==> src/rtl/dcache_perf_monitor_pkg.sv <==
// Shared definitions for the dcache performance monitor: counter indices, which
// double as the cnt_o select codes.
package dcache_perf_monitor_pkg;
  localparam int EV_RD_HIT    = 0;
  localparam int EV_RD_MISS   = 1;
  localparam int EV_WR_HIT    = 2;
  localparam int EV_WR_MISS   = 3;
  localparam int EV_WRITEBACK = 4;
  localparam int EV_STALL     = 5;
  localparam int EV_CYCLE     = 6;
  localparam int EV_ACCESS    = 7;
  localparam int EV_NUM       = 8;
endpackage

==> src/rtl/dcache_perf_monitor_counter.sv <==
// Single event counter with synchronous clear and optional saturation at all-ones.
module perf_counter #(
  parameter int W   = 32,
  parameter bit SAT = 1'b1
) (
  input  logic         clk_i,
  input  logic         rst_i,
  input  logic         inc_i,
  input  logic         clr_i,
  input  logic         en_i,
  output logic [W-1:0] q_o
);
  logic [W-1:0] q_q, q_d;

  always_comb begin
    q_d = q_q;
    if (clr_i) q_d = '0;
    else if (en_i && inc_i && !(SAT && (&q_q))) q_d = q_q + 1'b1;
  end

  always_ff @(posedge clk_i or posedge rst_i) begin
    if (rst_i) q_q <= '0;
    else       q_q <= q_d;
  end

  assign q_o = q_q;
endmodule

==> src/rtl/dcache_perf_monitor.sv <==
// Classifies dcache accesses into hit/miss/write-back events, counts them, and
// raises a one-shot flush plus sticky done once the cycle budget is spent.
module dcache_perf_monitor
  import dcache_perf_monitor_pkg::*;
#(
  parameter int          CNT_W       = 32,
  parameter int unsigned CYCLE_LIMIT = 150,
  parameter bit          SAT         = 1'b1
) (
  input  logic             clk_i,
  input  logic             rst_i,
  input  logic             start_i,
  input  logic             clear_i,
  input  logic             mem_read_i,
  input  logic             mem_write_i,
  input  logic             stall_i,
  input  logic             idle_i,
  input  logic             dirty_i,
  input  logic [2:0]       sel_i,
  output logic [CNT_W-1:0] cnt_o,
  output logic [CNT_W-1:0] cycle_o,
  output logic             flush_o,
  output logic             done_o
);
  // Limit compare is done at >=32 bits so a narrow counter never aliases the limit.
  localparam int LW = (CNT_W > 32) ? CNT_W : 32;

  logic [EV_NUM-1:0]            inc;
  logic [EV_NUM-1:0][CNT_W-1:0] cnt;
  logic                         in_miss_q, in_miss_d;
  logic                         flush_q, flush_d;
  logic                         done_q, done_d;
  logic [CNT_W-1:0]             cnt_q;
  logic                         any_acc, miss_entry, hit, at_limit, past_limit, run;

  assign any_acc    = mem_read_i | mem_write_i;
  assign miss_entry = stall_i & idle_i & any_acc;
  assign hit        = !stall_i & !in_miss_q & any_acc;
  assign at_limit   = LW'(cnt[EV_CYCLE]) == LW'(CYCLE_LIMIT);
  assign past_limit = LW'(cnt[EV_CYCLE]) >  LW'(CYCLE_LIMIT);
  assign run        = start_i & !done_q & !past_limit & !clear_i;

  always_comb begin
    inc               = '0;
    inc[EV_WR_MISS]   = miss_entry & mem_write_i;
    inc[EV_RD_MISS]   = miss_entry & !mem_write_i;
    inc[EV_WRITEBACK] = miss_entry & dirty_i;
    inc[EV_WR_HIT]    = hit & mem_write_i;
    inc[EV_RD_HIT]    = hit & !mem_write_i & mem_read_i;
    inc[EV_STALL]     = stall_i;
    inc[EV_CYCLE]     = 1'b1;
    inc[EV_ACCESS]    = miss_entry | hit;
  end

  always_comb begin
    in_miss_d = in_miss_q;
    flush_d   = 1'b0;
    done_d    = done_q;
    if (clear_i) begin
      in_miss_d = 1'b0;
      done_d    = 1'b0;
    end else if (start_i && !done_q) begin
      if (past_limit) begin
        done_d = 1'b1;
      end else begin
        if (miss_entry)    in_miss_d = 1'b1;
        else if (!stall_i) in_miss_d = 1'b0;
        flush_d = at_limit;
      end
    end
  end

  for (genvar g = 0; g < EV_NUM; g++) begin : g_cnt
    perf_counter #(.W(CNT_W), .SAT(SAT)) u_cnt (
      .clk_i (clk_i),
      .rst_i (rst_i),
      .inc_i (inc[g]),
      .clr_i (clear_i),
      .en_i  (run),
      .q_o   (cnt[g])
    );
  end

  always_ff @(posedge clk_i or posedge rst_i) begin
    if (rst_i) begin
      in_miss_q <= 1'b0;
      flush_q   <= 1'b0;
      done_q    <= 1'b0;
      cnt_q     <= '0;
    end else begin
      in_miss_q <= in_miss_d;
      flush_q   <= flush_d;
      done_q    <= done_d;
      cnt_q     <= cnt[sel_i];
    end
  end

  assign cnt_o   = cnt_q;
  assign cycle_o = cnt[EV_CYCLE];
  assign flush_o = flush_q;
  assign done_o  = done_q;
endmodule

==> config.mk <==
export PLATFORM = sky130hd
export DESIGN_NAME = dcache_perf_monitor
export DESIGN_NICKNAME = d
export VERILOG_FILES = /design/src/rtl/dcache_perf_monitor_pkg.sv /design/src/rtl/dcache_perf_monitor_counter.sv /design/src/rtl/dcache_perf_monitor.sv
export SDC_FILE = /design/constraint.sdc
export NUM_CORES = 1
export LEC_CHECK = 0
export BUFFER_PORTS_ARGS = -buffer_cell sky130_fd_sc_hd__buf_4
export CORE_MARGIN = 2
export CORE_UTILIZATION = 53
export DETAILED_ROUTE_END_ITERATION = 8
export PLACE_DENSITY = 0.69
export SETUP_SLACK_MARGIN = 0.02
export SYNTH_ARGS = -nofsm -noshare
export SYNTH_HDL_FRONTEND = slang
export SYNTH_SLANG_ARGS = --single-unit
export TNS_END_PERCENT = 5
==> constraint.sdc <==
create_clock -name clk_i -period 21 [get_ports clk_i]
set_clock_uncertainty 0.1 [all_clocks]
set_input_delay 2.1 -clock clk_i [delete_from_list [all_inputs] [get_ports clk_i]]
set_output_delay 2.1 -clock clk_i [all_outputs]
set_load 0.05 [all_outputs]
==> flow_metrics.py <==
metrics = {
    "yosys": {
        "synth_area_um2": 16700,
        "yosys_warnings": 0,
        "synth_top_family_by_area": "simple AND/OR/NAND/NOR gates",
        "synth_area_per_cell_um2": 10.1,
        "yosysUniqueCellTypes": 69,
        "ys_seq_area_share_pct": 43.5,
        "synth_edf_count": 0,
        "synth-seq-cells": 291,
        "ys_async_sr_fraction_pct": 100,
        "synth_adder_area_share_pct": 0.673,
        "ys.flop_type": "dfrtp_1",
        "syn_inst": 1661,
        "synth-xor-area-share_pct": 8.27,
        "netlist.area_leader.share_pct": 43.5,
        "synth_compound_area_share_pct": 4.80,
        "synthSimpleGateAreaFrac_pct": 27.0,
        "yosys-top-cells-area": "dfrtp_1 44%, mux4_2 8.5%, xor2_1 4.7%, nor2_1 4.6%, xnor2_1 3.6%",
        "yosysTopAreaCell": "dfrtp_1",
        "synth.area.mux_share_pct": 11.7,
        "syn_nets": 1682,
    },
    "clock_tree": {
        "cts.hold.buffers_added": 0,
        "root_buffer": "clkbuf_16",
        "clk_pin_slew_ns": 0.06,
        "cts_made_buffers": 34,
        "cts_resized": 0,
        "htree_levels": 2,
        "clockBufferDepth": 3,
        "postCtsSetupRepairBufs": 0,
        "cts_tree": "built",
        "clock_sinks": 291,
        "clk_latency_ns": 0.52,
    },
    "sta": {
        "fmax_mhz": 194,
        "slew_viol_final": 0,
        "slew_headroom_pct": 27.3,
        "worstMarginPinSlew_ns": 1.08,
        "finalHoldViolCount": 0,
        "setup_viol": 0,
        "tns_ns": 0,
        "fin_crit_sh_pct": 24.5,
        "rsz0062_at_grt": "false",
        "fin_crit_ns": 5.15,
    },
    "route": {
        "dr.pass1.iters": 5,
        "drc_errors": 0,
        "drt-initial-drc-count": 1511,
        "wire_per_inst_um": 22.5,
        "vias": 13523,
        "via_per_inst": 6.44,
        "finalWirelength_um": 47200,
        "antenna_violating_nets_post_route": 0,
    },
    "pwr": {
        "vdd_drop_max_v": 0.0000577,
        "p_switching_uw": 281,
        "p_total_uw": 1250,
        "p_seq_share_pct": 45.2,
        "pwr-share-comb_pct": 3.9,
        "intPower_uw": 966,
        "pwr-share-clk_pct": 50.9,
        "switching_share_pct": 22.5,
        "powerDensity_nw_per_um2": 67.1,
        "leakage_uw": 0.00762,
    },
    "floorplanning": {
        "die_height_um": 182,
        "die-area_um2": 33000,
        "core_um2": 31300,
        "rows": 65,
        "start_util_pct": 53.4,
        "ioPinCount": 78,
        "dieWidth_um": 182,
    },
    "global_routing": {
        "grt_usage_pct": 29.3,
        "overflow": 0,
        "antenna_found_initial": 0,
        "grt_max_degree": 172,
        "grt_pass1_wl_um": 75600,
        "grt_pass1_vias": 12800,
    },
    "min_path": {
        "hold_depth": 1,
        "min_to": "g_cnt[4].u_cnt.q_o[4]",
        "hold_start": "g_cnt[4].u_cnt.q_o[4]",
        "hold_path.class": "flip-flop to flip-flop",
    },
    "critical_path": {
        "path_delay_family": "simple AND/OR/NAND/NOR gates",
        "critPathKind": "input port to flip-flop",
        "worst_r2r_path_depth": 7,
        "required_ns": 21.30,
        "arrival_ns": 5.45,
        "cp_slowest_stage_delay_ns": 0.72,
        "cp-end-kind": "flip-flop",
        "r2r_start": "g_cnt[6].u_cnt.q_o[28]",
        "reg2reg_slack_ns": 17.16,
        "reg2reg_to": "g_cnt[0].u_cnt.q_o[22]",
        "crit_path_top_delay_cell": "nor3b_2",
        "path_cells": "clkbuf_8 -> nor3b_2 -> nand2_1 -> nor4_2 -> nand2b_1 -> nor4_1 -> mux2_2",
        "crit_buf_inv": 1,
        "worstSetupStartpointType": "input port",
        "crit_fanout": 122,
    },
    "flow_run": {
        "maxCapViolations": 0,
    },
    "layout": {
        "final_common_cell": "dfrtp_1",
        "final_core_util_pct": 59.4,
        "num_antenna_cells": 0,
        "nets": 1693,
        "drive_above_1_share_pct": 16.7,
        "mostFrequentLayoutCells": "291 x dfrtp_1, 204 x nor2_1, 104 x nand2_1",
        "syn2layout_area_growth_pct": 11.1,
    },
    "placed_design": {
        "place_congestion": 0.901,
        "port-buffer-count": 77,
        "hpwl_um": 32700,
    },
    "status": {
        "status": "finished, final reports clean",
    },
}
-- worst register-to-register path: cells and delay by family (launching register included) --
family / cells / cell delay, ns
multiplexers: 1 / 0.38
buffers and inverters: 1 / 0.28
AND/OR/NAND/NOR: 5 / 2.58
flip-flops: 1 / 0.40
-- Yosys cell counts, types with 3 or more instances --
cell type and number:
or2_2 4, nor3_1 62, o31ai_1 10, dfrtp_1 291, o21ai_1 3, o21ai_0 33, nor4_2 9, inv_1 19
buf_4 34, nor2b_1 32, nand3_1 97, a21oi_1 48, xnor2_1 69, or4_1 20, and3_1 46, and4_1 35
mux4_2 63, o211ai_1 5, mux2_2 40, nor4_1 20, nand2_1 104, and2_1 29, buf_1 8, nand2b_1 3
xor2_1 89, or3_1 45, o311ai_0 3, mux2i_1 7, buf_2 10, nand4b_1 6, nor4b_1 3, ha_1 9
nand4_1 91, nor2_1 204, clkbuf_1 64, o41ai_1 4, nor4_4 4
-- registers in the layout (all words and copies together) (netlist names) --
register / cells
g_cnt.u_cnt.q_o: 256
cnt_o: 32
done_o: 1
flush_o: 1
in_miss_q: 1
-- power by group through the flow --
stage | sequential (uW) | clock, uW | combinational, uW
after floorplan | 574 | 0 | 35.3
after global placement | 574 | 0 | 49.4
after detailed placement | 574 | 0 | 49.8
after CTS | 563 | 640 | 50.0
after global routing | 563 | 666 | 54.0
final | 563 | 635 | 49.2
-- area by class of cell --
cell class,instances,area [um^2]
tap,402,503
clock buffer,53,1090
sequential,291,7280
multi-input combinational,1232,8800
inverter,20,82.6
timing repair buffer,93,717
fill,2562,12700
clock inverter,8,120
-- through the flow --
stage | worst slack, ns | hold slack [ns] | std cells | area [um^2]
floorplan | 10.77 | 0.359 | 1661 | 16700
global route | 15.64 | 0.432 | 2099 | 18600
global placement | 15.67 | 0.390 | 2038 | 17400
finish | 15.85 | 0.413 | 2099 | 18600
detailed placement | 15.50 | 0.401 | 2038 | 17400
CTS | 15.99 | 0.409 | 2099 | 18600
-- cells by family (layout without fill, tap and decap cells) --
logic type | Yosys count | count (layout)
buffers and inverters | 138 | 174
XOR/XNOR | 158 | 158
adder cells (fa/ha/maj) | 9 | 9
multiplexers | 111 | 111
AO/OA/AOI/OAI | 127 | 127
AND/OR/NAND/NOR | 827 | 827
flip-flops | 291 | 291
-- how the worst max path moves through the flow --
stage	to	start	cells after the start	slack, ns
after global placement	g_cnt[0].u_cnt.q_o[22]	clear_i	7	15.67
final	g_cnt[0].u_cnt.q_o[22]	clear_i	7	15.85
after CTS	g_cnt[0].u_cnt.q_o[22]	clear_i	7	15.99
after global routing	g_cnt[0].u_cnt.q_o[22]	clear_i	7	15.64
after floorplan	cnt_o[0]	rst_i	1	10.77
after detailed placement	g_cnt[0].u_cnt.q_o[22]	clear_i	7	15.50
-- layer usage --
layer  GRT usage (%)  up-vias  routed length (um)
met3            5.35       83                4180
met5               0        -                   0
met4            8.78        0                1280
met1            43.9     6807               20700
met2            43.6      599               21100
li1                -     6034                   -
Power figures use the tool's default switching activity.
